$ cat config.mk
export PLATFORM = sky130hd
export DESIGN_NAME = avalon_mm_test_master
export DESIGN_NICKNAME = d
export VERILOG_FILES = /design/src/rtl/avalon_mm_pkg.sv /design/src/rtl/avalon_mm_rd_tracker.sv /design/src/rtl/avalon_mm_test_master.sv
export SDC_FILE = /design/constraint.sdc
export NUM_CORES = 1
export LEC_CHECK = 0
export CORE_MARGIN = 4
export CORE_UTILIZATION = 50
export DETAILED_ROUTE_END_ITERATION = 6
export PLACE_DENSITY = 0.74
export RECOVER_POWER = 25
export SYNTH_ARGS = -nofsm -noshare
export SYNTH_HDL_FRONTEND = slang
export SYNTH_SLANG_ARGS = --single-unit
$ cat constraint.sdc
create_clock -name clk_i -period 3.8 [get_ports clk_i]
set_input_delay 0.38 -clock clk_i [delete_from_list [all_inputs] [get_ports clk_i]]
set_output_delay 0.38 -clock clk_i [all_outputs]
set_load 0.05 [all_outputs]
$ cat src/rtl/avalon_mm_pkg.sv
// Purpose: shared types, widths and helpers for the Avalon-MM test master.
// Contents: FSM state enum, bus widths, full byte-enable constant, word address helper.
package avalon_mm_pkg;

   localparam int unsigned MM_ADDR_W = 32;
   localparam int unsigned MM_DATA_W = 32;
   localparam int unsigned MM_BE_W   = 4;
   localparam int unsigned PEND_W    = 4;   // holds up to 15 outstanding reads

   localparam logic [MM_BE_W-1:0] MM_BYTEEN_ALL = 4'hF;

   typedef enum logic [2:0] {
      IDLE,
      WRITE,
      READ,
      DRAIN,
      DONE
   } state_e;

   // Byte address of 32-bit word idx relative to base (wraps modulo 2^32).
   function automatic logic [MM_ADDR_W-1:0] word_addr(input logic [MM_ADDR_W-1:0] base,
                                                     input logic [MM_ADDR_W-1:0] idx);
      return base + (idx << 2);
   endfunction

endpackage

$ cat src/rtl/avalon_mm_rd_tracker.sv
// Purpose: read-side bookkeeping for the test master: outstanding-read count and
//          issue throttle, in-order return index, data check and error capture.
// Ports:
//   clk_i, rst_i        clock, synchronous active-high reset
//   clear_i             start of a new test: clears all tracking state
//   en_i                read data is honoured only while high (READ/DRAIN)
//   accept_i            a read request was accepted this cycle
//   rdvalid_i/rddata_i  returned read data
//   seed_i, base_i      data of word 0 and byte address of word 0
//   can_issue_c_o       combinational: next cycle may present a read
//   pending_o           accepted-but-unreturned reads
//   rd_idx_o            number of words returned so far
//   err_count_o         saturating mismatch count
//   first_err_addr_o    address of the first mismatching word
module avalon_mm_rd_tracker
   import avalon_mm_pkg::*;
#(
   parameter int unsigned LEN_WIDTH   = 8,
   parameter int unsigned MAX_PENDING = 4
) (
   input  logic                 clk_i,
   input  logic                 rst_i,
   input  logic                 clear_i,
   input  logic                 en_i,
   input  logic                 accept_i,
   input  logic                 rdvalid_i,
   input  logic [MM_DATA_W-1:0] rddata_i,
   input  logic [MM_DATA_W-1:0] seed_i,
   input  logic [MM_ADDR_W-1:0] base_i,
   output logic                 can_issue_c_o,
   output logic [PEND_W-1:0]    pending_o,
   output logic [LEN_WIDTH-1:0] rd_idx_o,
   output logic [LEN_WIDTH-1:0] err_count_o,
   output logic [MM_ADDR_W-1:0] first_err_addr_o
);

   logic                 hit;
   logic [PEND_W-1:0]    pending_q, pending_d;
   logic [LEN_WIDTH-1:0] rd_idx_q;
   logic [LEN_WIDTH-1:0] err_count_q;
   logic [MM_ADDR_W-1:0] first_err_addr_q;
   logic [MM_DATA_W-1:0] exp_data;

   assign hit      = en_i & rdvalid_i;
   assign exp_data = seed_i + MM_DATA_W'(rd_idx_q);

   // Accept and return in the same cycle cancel out.
   always_comb begin
      pending_d = pending_q;
      if (accept_i && !hit) begin
         pending_d = pending_q + PEND_W'(1);
      end else if (!accept_i && hit) begin
         pending_d = pending_q - PEND_W'(1);
      end
   end

   // Throttle looks at the count after this cycle's accept/return.
   assign can_issue_c_o = (pending_d < PEND_W'(MAX_PENDING));

   always_ff @(posedge clk_i) begin
      if (rst_i || clear_i) begin
         pending_q        <= '0;
         rd_idx_q         <= '0;
         err_count_q      <= '0;
         first_err_addr_q <= '0;
      end else begin
         pending_q <= pending_d;
         if (hit) begin
            rd_idx_q <= rd_idx_q + LEN_WIDTH'(1);
            if (rddata_i != exp_data) begin
               if (err_count_q != '1) begin
                  err_count_q <= err_count_q + LEN_WIDTH'(1);
               end
               if (err_count_q == '0) begin
                  first_err_addr_q <= word_addr(base_i, MM_ADDR_W'(rd_idx_q));
               end
            end
         end
      end
   end

   assign pending_o        = pending_q;
   assign rd_idx_o         = rd_idx_q;
   assign err_count_o      = err_count_q;
   assign first_err_addr_o = first_err_addr_q;

endmodule

$ cat src/rtl/avalon_mm_test_master.sv
// Purpose: Avalon-MM initiator that writes an incrementing run of words, reads them
//          back with pipelined reads and reports pass/fail.
// Ports:
//   clk_i, rst_i             clock, synchronous active-high reset
//   start_i                  start pulse (ignored unless idle)
//   base_addr_i, length_i,   test parameters, sampled on the start cycle
//   seed_i
//   busy_o, done_o, pass_o   status; done_o is a one-cycle pulse
//   err_count_o              saturating mismatch count
//   first_err_addr_o         address of first mismatching word (0 if none)
//   mm_*                     Avalon-MM initiator interface
module avalon_mm_test_master
   import avalon_mm_pkg::*;
#(
   parameter int unsigned LEN_WIDTH   = 8,
   parameter int unsigned MAX_PENDING = 4
) (
   input  logic                 clk_i,
   input  logic                 rst_i,
   input  logic                 start_i,
   input  logic [MM_ADDR_W-1:0] base_addr_i,
   input  logic [LEN_WIDTH-1:0] length_i,
   input  logic [MM_DATA_W-1:0] seed_i,
   output logic                 busy_o,
   output logic                 done_o,
   output logic                 pass_o,
   output logic [LEN_WIDTH-1:0] err_count_o,
   output logic [MM_ADDR_W-1:0] first_err_addr_o,
   output logic [MM_ADDR_W-1:0] mm_addr_o,
   output logic [MM_BE_W-1:0]   mm_byteen_o,
   output logic                 mm_read_o,
   output logic                 mm_write_o,
   output logic [MM_DATA_W-1:0] mm_wrdata_o,
   input  logic [MM_DATA_W-1:0] mm_rddata_i,
   input  logic                 mm_rdvalid_i,
   input  logic                 mm_wait_i
);

   state_e               state_q;
   logic [MM_ADDR_W-1:0] base_q;
   logic [LEN_WIDTH-1:0] len_q;
   logic [MM_DATA_W-1:0] seed_q;
   logic [LEN_WIDTH-1:0] wr_idx_q, rd_iss_q;
   logic [LEN_WIDTH-1:0] wr_idx_inc, rd_iss_inc;
   logic [MM_ADDR_W-1:0] mm_addr_q;
   logic [MM_BE_W-1:0]   mm_byteen_q;
   logic                 mm_read_q, mm_write_q;
   logic [MM_DATA_W-1:0] mm_wrdata_q;
   logic                 busy_q, done_q, pass_q;

   logic                 wr_acc, rd_acc, trk_clear, trk_en, can_issue_c;
   logic [MM_ADDR_W-1:0] base_aligned;
   logic [PEND_W-1:0]    pending;
   logic [LEN_WIDTH-1:0] rd_idx, err_count;

   assign base_aligned = base_addr_i & ~MM_ADDR_W'(3);
   assign wr_acc       = mm_write_q & ~mm_wait_i;
   assign rd_acc       = mm_read_q & ~mm_wait_i;
   assign wr_idx_inc   = wr_idx_q + LEN_WIDTH'(1);
   assign rd_iss_inc   = rd_iss_q + LEN_WIDTH'(1);
   assign trk_clear    = (state_q == IDLE) && start_i;
   assign trk_en       = (state_q == READ) || (state_q == DRAIN);

   avalon_mm_rd_tracker #(
      .LEN_WIDTH   (LEN_WIDTH),
      .MAX_PENDING (MAX_PENDING)
   ) u_rd_tracker (
      .clk_i            (clk_i),
      .rst_i            (rst_i),
      .clear_i          (trk_clear),
      .en_i             (trk_en),
      .accept_i         (rd_acc),
      .rdvalid_i        (mm_rdvalid_i),
      .rddata_i         (mm_rddata_i),
      .seed_i           (seed_q),
      .base_i           (base_q),
      .can_issue_c_o    (can_issue_c),
      .pending_o        (pending),
      .rd_idx_o         (rd_idx),
      .err_count_o      (err_count),
      .first_err_addr_o (first_err_addr_o)
   );

   // Test sequencer with registered bus and status outputs.
   always_ff @(posedge clk_i) begin
      if (rst_i) begin
         state_q     <= IDLE;
         base_q      <= '0;
         len_q       <= '0;
         seed_q      <= '0;
         wr_idx_q    <= '0;
         rd_iss_q    <= '0;
         mm_addr_q   <= '0;
         mm_byteen_q <= '0;
         mm_read_q   <= 1'b0;
         mm_write_q  <= 1'b0;
         mm_wrdata_q <= '0;
         busy_q      <= 1'b0;
         done_q      <= 1'b0;
         pass_q      <= 1'b0;
      end else begin
         done_q <= 1'b0;
         unique case (state_q)
            IDLE: begin
               if (start_i) begin
                  base_q   <= base_aligned;
                  len_q    <= length_i;
                  seed_q   <= seed_i;
                  wr_idx_q <= '0;
                  rd_iss_q <= '0;
                  pass_q   <= 1'b0;
                  busy_q   <= 1'b1;
                  if (length_i != '0) begin
                     state_q     <= WRITE;
                     mm_write_q  <= 1'b1;
                     mm_byteen_q <= MM_BYTEEN_ALL;
                     mm_addr_q   <= base_aligned;
                     mm_wrdata_q <= seed_i;
                  end else begin
                     state_q <= DONE;
                  end
               end
            end
            WRITE: begin
               if (wr_acc) begin
                  if (wr_idx_q == len_q - LEN_WIDTH'(1)) begin
                     // Last write taken: first read goes out next cycle, nothing pending yet.
                     state_q    <= READ;
                     mm_write_q <= 1'b0;
                     mm_read_q  <= 1'b1;
                     mm_addr_q  <= base_q;
                  end else begin
                     wr_idx_q    <= wr_idx_inc;
                     mm_addr_q   <= word_addr(base_q, MM_ADDR_W'(wr_idx_inc));
                     mm_wrdata_q <= seed_q + MM_DATA_W'(wr_idx_inc);
                  end
               end
            end
            READ: begin
               if (rd_acc) begin
                  rd_iss_q <= rd_iss_inc;
                  if (rd_iss_inc == len_q) begin
                     state_q     <= DRAIN;
                     mm_read_q   <= 1'b0;
                     mm_byteen_q <= '0;
                  end else begin
                     mm_addr_q <= word_addr(base_q, MM_ADDR_W'(rd_iss_inc));
                     mm_read_q <= can_issue_c;
                  end
               end else begin
                  mm_read_q <= can_issue_c;
               end
            end
            DRAIN: begin
               if ((pending == '0) && (rd_idx == len_q)) begin
                  state_q <= DONE;
               end
            end
            DONE: begin
               state_q <= IDLE;
               busy_q  <= 1'b0;
               done_q  <= 1'b1;
               pass_q  <= (err_count == '0);
            end
            default: state_q <= IDLE;
         endcase
      end
   end

   assign busy_o      = busy_q;
   assign done_o      = done_q;
   assign pass_o      = pass_q;
   assign err_count_o = err_count;
   assign mm_addr_o   = mm_addr_q;
   assign mm_byteen_o = mm_byteen_q;
   assign mm_read_o   = mm_read_q;
   assign mm_write_o  = mm_write_q;
   assign mm_wrdata_o = mm_wrdata_q;

endmodule

==> flow_metrics.tcl <==
set metrics [dict create \
    status "complete, but fails checks" \
    violations "design-rule violations" \
    yosys.area_share.simple_pct 25.6 \
    cp-end-kind "register" \
    rows 60 \
    area_growth_syn_to_layout_pct 24.6 \
    root_buffer "clkbuf_16" \
    synth_xor_area_share_pct 11.9 \
    max_stage_delay_ps 480 \
    synth_area_per_cell_um2 7.56 \
    synth_top_family_by_area "simple AND/OR/NAND/NOR gates" \
    clock_latency_ps 520 \
    finalCritPeriodShare_pct 93.8 \
    diodes 0 \
    dp_hpwl_um 33600 \
    fp.dieH_um 174 \
    synth_common_cells "nand2_1, dfxtp_1, nor2_1" \
    overflow 0 \
    maxCapViolCount 0 \
    vdd_drop_max_mv 0.433 \
    synth.distinct_cells 80 \
    synth_compound_gate_area_share_pct 18.2 \
    crit_arrival_ps 3940 \
    required_ps 4170 \
    grt_pass1_vias 13100 \
    numClockSinks 207 \
    synth_top_area_cell "dfxtp_1" \
    drive_gt1_share_pct 6.76 \
    leakage_uw 0.00700 \
    grt_max_degree 72 \
    multi_input_area_um2 8920 \
    grt.total_usage_pct 28.9 \
    first_iter_violations 1675 \
    viasPerCell 5.97 \
    cp-endpoint "mm_wrdata_o[26]" \
    min_period_ps 3560 \
    place_area_um2 16300 \
    antenna_found_initial 0 \
    numCtsBuffers 24 \
    rr_worst_depth 15 \
    ff2ff_setup_slack_ps 240 \
    path_max_fanout 9 \
    finalSetupTns_ps 0 \
    path_clk_slew_ps 60 \
    core-area_um2 27000 \
    num-nets-final 2160 \
    synth_edf_count 0 \
    postCtsSetupBuffers 0 \
    io_buffers 215 \
    critPathLaunch "wr_idx_q[0]" \
    ys_ff_latch 207 \
    tightest_slew_ps 1430 \
    ant_nets 0 \
    seq_area_um2 4140 \
    die_w_um 174 \
    synth_area_leaders "dfxtp_1, nand2_1, xor2_1, a21oi_1, xnor2_1" \
    clockBufferDepth 3 \
    yosysWarnings 0 \
    path_cells "ha_1 -> xor2_1 -> ha_1 -> a21o_1 -> a21oi_1 -> o21bai_1 -> a2111oi_2 -> buf_12 -> nor4b_1 -> buf_4 -> nand4_1 -> xnor2_1 -> o21ai_1 -> buf_4 -> a21oi_1" \
    cts.htree.levels 1 \
    r2r_start "wr_idx_q[0]" \
    start_util_pct 51.0 \
    syn_area_um2 13800 \
    synth_fa_ha_area_share_pct 5.35 \
    finalSetupViolations 0 \
    finalHoldViolations 0 \
    synth_mux_area_share_pct 3.20 \
    slew_headroom_pct 4.65 \
    routedWlPerCell_um 19.4 \
    vias 14000 \
    synth_top_cell_area_share_pct 30.0 \
    synthCells 1826 \
    skew_ps 10.8 \
    report.final.slew_viol_count 0 \
    synth_most_common_cell "nand2_1" \
    firstDrtPassIters 7 \
    post-route-drc-count 6 \
    power_density_nw_per_um2 570 \
    dieArea_um2 30300 \
    ys_seq_area_share_pct 30.0 \
    io-pin-count 222 \
    regToRegEndpoint "mm_wrdata_o[26]" \
    fill_cells 2373 \
    place_congestion 1.01 \
    holdBufCountCts 0 \
    crit_slowest_cell "a2111oi_2" \
    path_class "register to register" \
    final_area_um2 17200 \
    cts_tree "yes" \
    ys.flop_type "dfxtp_1" \
    min_path_type "input port to register" \
    ys_async_sr_fraction_pct 0 \
    grt_pass1_wl_um 72100 \
    wl_um 45700 \
    start_kind "register" \
    rsz0062_at_grt "false" \
    fmaxAchievable_ghz 0.281 \
]
[worst max-delay path, delay by kind of cell, from the launching register on]
| family | cells | cell delay (ps) |
|---|---|---|
| compound gates | 6 | 1370 |
| fa+ha+maj | 2 | 590 |
| buf+inv | 3 | 500 |
| flops | 1 | 420 |
| xor+xnor | 2 | 370 |
| simple gates | 2 | 150 |
[worst min path at each step]
stage / start / to / depth (start not counted)
finish: rst_i / wr_idx_q[7] / 2
global route: rst_i / wr_idx_q[1] / 2
CTS: rst_i / wr_idx_q[7] / 2
detailed placement: mm_wrdata_o[31] / mm_wrdata_o[31] / 2
global placement: mm_wrdata_o[31] / mm_wrdata_o[31] / 2
floorplan: seed_q[0] / seed_q[0] / 2
[registers in the layout (all words and copies together), names as in the netlist, 30 cells and up]
signal and flops:
mm_addr_o 30, seed_q 32, u_rd_tracker.first_err_addr_o 30, base_q 30, mm_wrdata_o 32
[cell families (layout without fill, tap and decap cells)]
group / count (synthesis) / in the layout
and+or+nand+nor: 769 / 769
AOI/OAI and AO/OA: 395 / 395
DFF: 207 / 207
xor gates and xnor gates: 180 / 180
buffers and inverters: 174 / 356
adders and majority gates: 56 / 56
muxes: 44 / 44
other: 1 / 4
[cell type report]
class	count	area share, %
Inverter	30	0.655
Tap cell	341	2.48
Sequential cell	207	24.1
Clock buffer	34	4.13
Multi-Input combinational cell	1448	51.9
Clock inverter	8	0.983
Timing Repair Buffer	284	15.7
[metal layers]
metal	vias up	global-route usage, %	wire length [µm]
met5	-	0	0
met4	0	8.61	1360
met3	88	4.44	3730
met2	628	45.7	20500
met1	6589	40.8	20100
li1	6743	-	-
[through the flow]
stage | utilization (%) | setup WS [ps] | total power (µW) | instances | hold slack [ps]
after floorplan | - | 646 | 5860 | 1829 | 458
after global placement | 60.3 | 228 | 7250 | 2310 | 443
after detailed placement | 60.3 | 204 | 7310 | 2310 | 448
after CTS | 63.6 | 182 | 9900 | 2352 | 381
after global routing | 63.6 | 45.9 | 10300 | 2352 | 416
final | 63.6 | 236 | 9800 | 2352 | 408
[cell usage in the layout (no fill, tap or decap), types with 31 or more instances in the layout]
cell type        Yosys  routed
dfxtp_1            207     207
nor3_1              47      46
dlygate4sd3_1        0      72
xnor2_1             82      82
o21ai_0             55      54
xor2_1              93      93
mux2i_1             43      43
nand4_1             31      31
buf_4                8      66
ha_1                51      51
nand3_1             32      31
nand2_1            340     340
clkdlybuf4s50_1      0     142
a21oi_1            159     158
nor2_1             173     171
[power breakdown]
part	switching, µW	leakage (µW)	total (µW)	internal [µW]
combinational	2830	0.00488	4250	1420
clock	939	0.000431	2570	1630
sequential	406	0.00169	2980	2570
total	4170	0.00700	9800	5630
[what timing repair did]
action	in CTS	in global routing
endpoints found under the hold margin	0	0
resized for setup	0	1
endpoints found under the setup margin	0	1
Power figures use the tool's default switching activity.
